$ cat config.mk
export PLATFORM = sky130hd
export DESIGN_NAME = bounce_generator_flat
export DESIGN_NICKNAME = d
export VERILOG_FILES = /design/src/rtl/bounce_generator_pkg.sv /design/src/rtl/bounce_generator_if.sv /design/src/rtl/bounce_generator_lfsr16.sv /design/src/rtl/bounce_generator.sv /design/src/flat_wrapper.sv
export SDC_FILE = /design/constraint.sdc
export NUM_CORES = 1
export LEC_CHECK = 0
export ABC_AREA = 1
export CAP_MARGIN = 40
export CELL_PAD_IN_SITES_DETAIL_PLACEMENT = 0
export CELL_PAD_IN_SITES_GLOBAL_PLACEMENT = 1
export CORE_MARGIN = 10
export CORE_UTILIZATION = 46
export DETAILED_ROUTE_END_ITERATION = 10
export GPL_ROUTABILITY_DRIVEN = 1
export HOLD_SLACK_MARGIN = 0.12
export PLACE_DENSITY = 0.88
export SYNTH_ARGS = -nofsm -noshare
export SYNTH_HDL_FRONTEND = slang
export SYNTH_SLANG_ARGS = --single-unit
$ cat constraint.sdc
create_clock -name clk5 -period 4.5 [get_ports clk5]
set_input_delay 1.35 -clock clk5 [delete_from_list [all_inputs] [get_ports clk5]]
set_output_delay 1.35 -clock clk5 [all_outputs]
set_load 0.05 [all_outputs]
$ cat src/rtl/bounce_generator_pkg.sv
// Shared definitions for the button-bounce emulator.
//   state_e      : FSM state encoding (IDLE..QUIET)
//   LFSR_TAPS    : Galois feedback taps for the 16-bit LFSR
//   DEFAULT_SEED : seed used when the configured seed is zero
//   lfsr_step()  : one Galois shift of the LFSR
package bounce_pkg;

    typedef enum logic [2:0] {
        IDLE           = 3'd0,
        PRESS_BOUNCE   = 3'd1,
        HOLD           = 3'd2,
        RELEASE_BOUNCE = 3'd3,
        QUIET          = 3'd4
    } state_e;

    localparam logic [15:0] LFSR_TAPS    = 16'hB400;
    localparam logic [15:0] DEFAULT_SEED = 16'hACE1;

    // Right-shifting Galois form: the bit shifted out folds the taps back in.
    function automatic logic [15:0] lfsr_step(input logic [15:0] cur);
        return {1'b0, cur[15:1]} ^ (cur[0] ? LFSR_TAPS : 16'h0000);
    endfunction

endpackage

$ cat src/rtl/bounce_generator_if.sv
// Request/status bundle of the bounce emulator.
//   start    : one-cycle request for a press sequence
//   hold_len : stable-high length, captured with an accepted start
//   raw      : emulated button line
//   busy     : sequence in progress
//   done     : one-cycle end-of-sequence pulse
// master drives the request side, slave is the generator.
interface bounce_generator_if;
    logic        start;
    logic [15:0] hold_len;
    logic        raw;
    logic        busy;
    logic        done;

    modport master (
        output start,
        output hold_len,
        input  raw,
        input  busy,
        input  done
    );

    modport slave (
        input  start,
        input  hold_len,
        output raw,
        output busy,
        output done
    );
endinterface

$ cat src/rtl/bounce_generator_lfsr16.sv
// Free-running 16-bit Galois LFSR, shifting every cycle.
//   clk5  : clock
//   reset : synchronous active-high, loads the seed
//   seed  : reset value; zero is replaced by DEFAULT_SEED so the state is never all-zero
//   q     : current LFSR state
module lfsr16
    import bounce_pkg::*;
(
    input  logic        clk5,
    input  logic        reset,
    input  logic [15:0] seed,
    output logic [15:0] q
);

    logic [15:0] lfsr_q;
    logic [15:0] seed_eff;

    assign seed_eff = (seed == 16'h0000) ? DEFAULT_SEED : seed;

    always_ff @(posedge clk5) begin
        if (reset) begin
            lfsr_q <= seed_eff;
        end else begin
            lfsr_q <= lfsr_step(lfsr_q);
        end
    end

    assign q = lfsr_q;

endmodule

$ cat src/rtl/bounce_generator.sv
// Button-bounce emulator: on start drives raw through a bouncing press, a stable
// hold, a bouncing release and a quiet period, all registered.
//   clk5  : clock
//   reset : synchronous active-high
//   bus   : slave side of bounce_generator_if (start, hold_len in; raw, busy, done out)
module bounce_generator
    import bounce_pkg::*;
#(
    parameter int unsigned BOUNCE_CYCLES = 64,
    parameter int unsigned GAP_BITS      = 3,
    parameter int unsigned QUIET_CYCLES  = 16,
    parameter logic [15:0] SEED          = DEFAULT_SEED
) (
    input logic               clk5,
    input logic               reset,
    bounce_generator_if.slave bus
);

    localparam int unsigned WIN_W = (BOUNCE_CYCLES > 1) ? $clog2(BOUNCE_CYCLES) : 1;
    localparam int unsigned Q_W   = (QUIET_CYCLES > 1) ? $clog2(QUIET_CYCLES) : 1;

    localparam logic [WIN_W-1:0] WIN_LOAD = WIN_W'(BOUNCE_CYCLES - 1);
    localparam logic [Q_W-1:0]   Q_LOAD   = Q_W'(QUIET_CYCLES - 1);

    state_e              state_q, state_d;
    logic [WIN_W-1:0]    win_cnt_q, win_cnt_d;
    logic [GAP_BITS-1:0] gap_cnt_q, gap_cnt_d;
    logic [15:0]         hold_cnt_q, hold_cnt_d;
    logic [Q_W-1:0]      q_cnt_q, q_cnt_d;
    logic [15:0]         hold_q, hold_d;
    logic                raw_q, raw_d;
    logic                busy_q, busy_d;
    logic                done_q, done_d;

    logic [15:0]         lfsr;
    logic [GAP_BITS-1:0] gap_seed;

    lfsr16 u_lfsr (
        .clk5  (clk5),
        .reset (reset),
        .seed  (SEED),
        .q     (lfsr)
    );

    assign gap_seed = lfsr[GAP_BITS-1:0];

    // Only the low GAP_BITS of the LFSR shape the gaps.
    if (GAP_BITS < 16) begin : g_unused_lfsr
        logic unused_lfsr_bits;
        assign unused_lfsr_bits = ^lfsr[15:GAP_BITS];
    end

    // State, counter and output registers.
    always_ff @(posedge clk5) begin
        if (reset) begin
            state_q    <= IDLE;
            win_cnt_q  <= '0;
            gap_cnt_q  <= '0;
            hold_cnt_q <= '0;
            q_cnt_q    <= '0;
            hold_q     <= '0;
            raw_q      <= 1'b0;
            busy_q     <= 1'b0;
            done_q     <= 1'b0;
        end else begin
            state_q    <= state_d;
            win_cnt_q  <= win_cnt_d;
            gap_cnt_q  <= gap_cnt_d;
            hold_cnt_q <= hold_cnt_d;
            q_cnt_q    <= q_cnt_d;
            hold_q     <= hold_d;
            raw_q      <= raw_d;
            busy_q     <= busy_d;
            done_q     <= done_d;
        end
    end

    // Next-state logic.
    always_comb begin
        state_d = state_q;
        unique case (state_q)
            IDLE:           if (bus.start) state_d = PRESS_BOUNCE;
            PRESS_BOUNCE:   if (win_cnt_q == '0) state_d = HOLD;
            HOLD:           if (hold_cnt_q == '0) state_d = RELEASE_BOUNCE;
            RELEASE_BOUNCE: if (win_cnt_q == '0) state_d = QUIET;
            QUIET:          if (q_cnt_q == '0) state_d = IDLE;
            default:        state_d = IDLE;
        endcase
    end

    // Counters and registered outputs.
    always_comb begin
        win_cnt_d  = win_cnt_q;
        gap_cnt_d  = gap_cnt_q;
        hold_cnt_d = hold_cnt_q;
        q_cnt_d    = q_cnt_q;
        hold_d     = hold_q;
        raw_d      = raw_q;
        busy_d     = (state_d != IDLE);
        done_d     = (state_q == QUIET) && (state_d == IDLE);

        unique case (state_q)
            IDLE: begin
                raw_d = 1'b0;
                if (bus.start) begin
                    hold_d    = (bus.hold_len == 16'd0) ? 16'd1 : bus.hold_len;
                    win_cnt_d = WIN_LOAD;
                    gap_cnt_d = gap_seed;
                    raw_d     = 1'b1;
                end
            end
            PRESS_BOUNCE, RELEASE_BOUNCE: begin
                if (win_cnt_q == '0) begin
                    // Window over: force the settled level of the next phase.
                    if (state_q == PRESS_BOUNCE) begin
                        raw_d      = 1'b1;
                        hold_cnt_d = hold_q - 16'd1;
                    end else begin
                        raw_d   = 1'b0;
                        q_cnt_d = Q_LOAD;
                    end
                end else begin
                    win_cnt_d = win_cnt_q - 1'b1;
                    if (gap_cnt_q == '0) begin
                        raw_d     = ~raw_q;
                        gap_cnt_d = gap_seed;
                    end else begin
                        gap_cnt_d = gap_cnt_q - 1'b1;
                    end
                end
            end
            HOLD: begin
                raw_d = 1'b1;
                if (hold_cnt_q == '0) begin
                    raw_d     = 1'b0;
                    win_cnt_d = WIN_LOAD;
                    gap_cnt_d = gap_seed;
                end else begin
                    hold_cnt_d = hold_cnt_q - 16'd1;
                end
            end
            QUIET: begin
                raw_d = 1'b0;
                if (q_cnt_q != '0) q_cnt_d = q_cnt_q - 1'b1;
            end
            default: begin
                raw_d = 1'b0;
            end
        endcase
    end

    assign bus.raw  = raw_q;
    assign bus.busy = busy_q;
    assign bus.done = done_q;

endmodule
$ cat src/flat_wrapper.sv
// flat-port wrapper written by rule: the top's interface ports become plain ports
module bounce_generator_flat import bounce_pkg::*;
#(
    parameter int unsigned BOUNCE_CYCLES = 64,
    parameter int unsigned GAP_BITS      = 3,
    parameter int unsigned QUIET_CYCLES  = 16,
    parameter logic [15:0] SEED          = DEFAULT_SEED
)
  (clk5, reset, bus_start, bus_hold_len, bus_raw, bus_busy, bus_done);
  bounce_generator_if bus_i ();
  input logic clk5;
  input logic reset;
  input wire logic [$bits(bus_i.start)-1:0] bus_start;
  input wire logic [$bits(bus_i.hold_len)-1:0] bus_hold_len;
  output wire logic [$bits(bus_i.raw)-1:0] bus_raw;
  output wire logic [$bits(bus_i.busy)-1:0] bus_busy;
  output wire logic [$bits(bus_i.done)-1:0] bus_done;
  assign bus_i.start = bus_start;
  assign bus_i.hold_len = bus_hold_len;
  assign bus_raw = bus_i.raw;
  assign bus_busy = bus_i.busy;
  assign bus_done = bus_i.done;
  bounce_generator #(.BOUNCE_CYCLES(BOUNCE_CYCLES), .GAP_BITS(GAP_BITS), .QUIET_CYCLES(QUIET_CYCLES), .SEED(SEED)) u_core (.clk5(clk5), .reset(reset), .bus(bus_i));
endmodule
==> qor.txt <==
Status - complete, no violations
WL final - 8.40 mm
Rel. slew slack - 43.0%
H-tree depth - 3
GRT Resource Usage Total - 15.4%
Count leader, synth - nand2_1
Hold Fails Final Rpt - 0
Fmax - 345 MHz
Clk Latency, worst-skew pair - 0.34 ns
Worst hold start - u_core.u_lfsr.q[15]
Hold WC Path Type - flop to flop
Chip height - 106 microns
Dpl hpwl - 6.03 mm
Leakage power - 0.00185 uW
First-pass GRT wire length - 14.3 mm
First-pass DRT Iterations - 4
Tmin final - 2.89 ns
Synth cell count leaders - 116 x nand2_1, 74 x inv_1, 67 x dfxtp_1
# hold bufs at CTS - 0
RSZ-0062 raised after global routing - false
Die ar. - 0.0113 sq mm
Kind of critical path - flop to flop
Setup crit start - u_core.state_q[0]
Slew @ Worst Pin - 0.851 ns
Clock Skew - 0.00801 ns
Synthesized flop and latch total - 67
Starting density of the core - 47.4%
TritonCTS Buffers - 9
Post-synthesis simple-gate area fraction - 31.6%
Synth top area cells - dfxtp_1 39%, nand2_1 13%, inv_1 8.1%
Synth warn - 0
DRC errors left - 0
Vias in the first global route - 3082
Register area share after synthesis - 39.0%
Adder-Cell Fraction of Synth Area - 1.82%
RePlAce Congestion - 0.889
Post-synthesis cell area - 0.00344 sq mm
Fin Setup TNS - 0 ns
Synthesis-to-layout area growth - 13.9%
Yosys top cell area share - 39.0%
Clk slew on worst S/H paths - 0.07 ns
Crit path capture - u_core.hold_cnt_q[6]
PortBufs - 21
Max Fanout on Critical Path - 31
Synth Instances - 511
Initial antenna violation count - 0
DP Area - 0.00370 sq mm
Xor and xnor fraction of the mapped netlist area - 2.04%
Crit path capture type - flop
Worst R2R Path Depth - 10
Max Slew Vio Count - 0
Clk sink count - 67
Maximum clock path buffer count - 2
Area leader, netlist - dfxtp_1
WL/cell - 13.4 microns
Post-CTS Setup Inserts - 0
Share of cells above drive strength 1 - 7.92%
Post-synthesis mux area share - 0%
I/O Pins - 22
Root buf cell - clkbuf_8
Ant. Diodes - 0
Total number of vias - 3198
Reg2Reg Setup Slack - 1.61 ns
Drt initial violations - 153
Die width - 106 microns
Yosys cell types - 32
Worst reg2reg startpoint - u_core.state_q[0]
Antenna Nets Post-Route - 0
Asr flop ratio synth - 0%
Startpoint Class - flop
Max-Cap Viols - 0
Post-synthesis compound-gate area fraction - 14.4%
# rows - 31
Final Cell Area - 0.00392 sq mm
Post-Syn Nets - 535
Largest net degree at the start of global routing - 43
Vias per Instance - 5.08
# resized after CTS - 0
Crit path DAT - 3.13 ns
Post-synth EDFFs - 0
Largest family of logic cells by synthesized area - simple AND/OR/NAND/NOR gates
CTS tree - yes
WP data required - 4.74 ns
Global route overflow - 0
Final nets - 550
PD cells - 431 mW/mm^2
Fin crit share - 64.3%
Synth Flop Type - dfxtp_1
Final setup fails - 0
Avg Inst Size Synth - 6.73 sq um
Worst r2r dst - u_core.hold_cnt_q[6]
Total core area - 0.00725 sq mm
Max IR drop VDD - 306 uV
## worst max-delay path, cell delays in order, from the launching register on
cell	delay, ns
dfxtp_1	0.32
inv_1	0.53
nand3_2	0.66
nand2_1	0.33
nand2_2	0.12
ha_1	0.27
nand2_1	0.13
nor2_2	0.08
xor2_1	0.16
o21ai_1	0.14
inv_1	0.05
## placed cells by master (no fill, tap or decap), drive strengths merged
cell type,Yosys,routed
a31oi,2,2
o31ai,2,2
nor4,4,4
inv,76,76
buf,8,3
clkdlybuf4s50,0,21
or2,7,7
o211ai,1,1
a21oi,24,24
dfxtp,67,67
xor2,4,4
a211oi,14,14
nand3,36,36
nand4,10,10
o21ai,44,44
bufinv,0,1
ha,5,5
a21o,1,1
nor3,4,4
xnor2,4,4
nand2,121,121
nor2,65,65
clkbuf,12,14
## worst min-delay path by stage
| stage | end | slack (ns) | cells after the start |
|---|---|---|---|
| 4_1_cts | u_core.u_lfsr.q[14] | 0.40 | 2 |
| 5_1_grt | u_core.u_lfsr.q[7] | 0.42 | 1 |
| 3_3_place_gp | u_core.u_lfsr.q[9] | 0.39 | 2 |
| 3_5_place_dp | u_core.u_lfsr.q[14] | 0.39 | 2 |
| 2_1_floorplan | u_core.u_lfsr.q[14] | 0.39 | 2 |
| 6_report | u_core.u_lfsr.q[14] | 0.40 | 2 |
## final cells by class
class                           instances  area [sq um]
Clock buffer                           14           183
Clock inverter                          1          30.0
Fill cell                             764          3340
Inverter                               76           285
Multi-Input combinational cell        348          1710
Sequential cell                        67          1340
Tap cell                               99           124
Timing Repair Buffer                   24           240
## through the flow
stage | power (uW) | utilization [%] | std cells | setup slack (ns) | hold slack [ns]
global route | 1800 | 54.0 | 629 | 1.29 | 0.424
finish | 1690 | 54.0 | 629 | 1.61 | 0.403
floorplan | 1050 | - | 511 | 2.39 | 0.388
detailed placement | 1160 | 51.1 | 614 | 1.58 | 0.394
global placement | 1160 | 50.9 | 613 | 1.51 | 0.390
CTS | 1700 | 54.0 | 629 | 1.60 | 0.404
## flip-flops by register name, indices dropped and copies added (netlist names), 3 cells and up
register	cells
u_core.hold_cnt_q	16
u_core.hold_q	16
u_core.u_lfsr.q	16
u_core.win_cnt_q	6
u_core.q_cnt_q	4
u_core.gap_cnt_q	3
u_core.state_q	3
## layer usage
metal,routed length [microns],share of wire (%),global-route usage (%),vias to the layer above
met2,4020,48,25.5,49
met4,107,1.3,6.67,0
met1,3950,47,18.8,1478
met5,0,0,0,-
li1,-,-,-,1664
met3,321,3.8,3.14,7
## power by group
group,total [uW],leakage (uW),internal (uW),switching (uW)
Combinational,461,0.00119,162,299
Sequential,692,0.000552,656,36.6
Clock,535,0.000109,314,221
Total,1690,0.00185,1130,556
## cell families (layout without fill, tap and decap cells)
logic type	Yosys count	in the layout
and+or+nand+nor	247	247
buffers and inverters	96	115
AOI/OAI and AO/OA	88	88
DFF	67	67
xor gates and xnor gates	8	8
adders and majority gates	5	5
(Power assumes the default switching activity.)
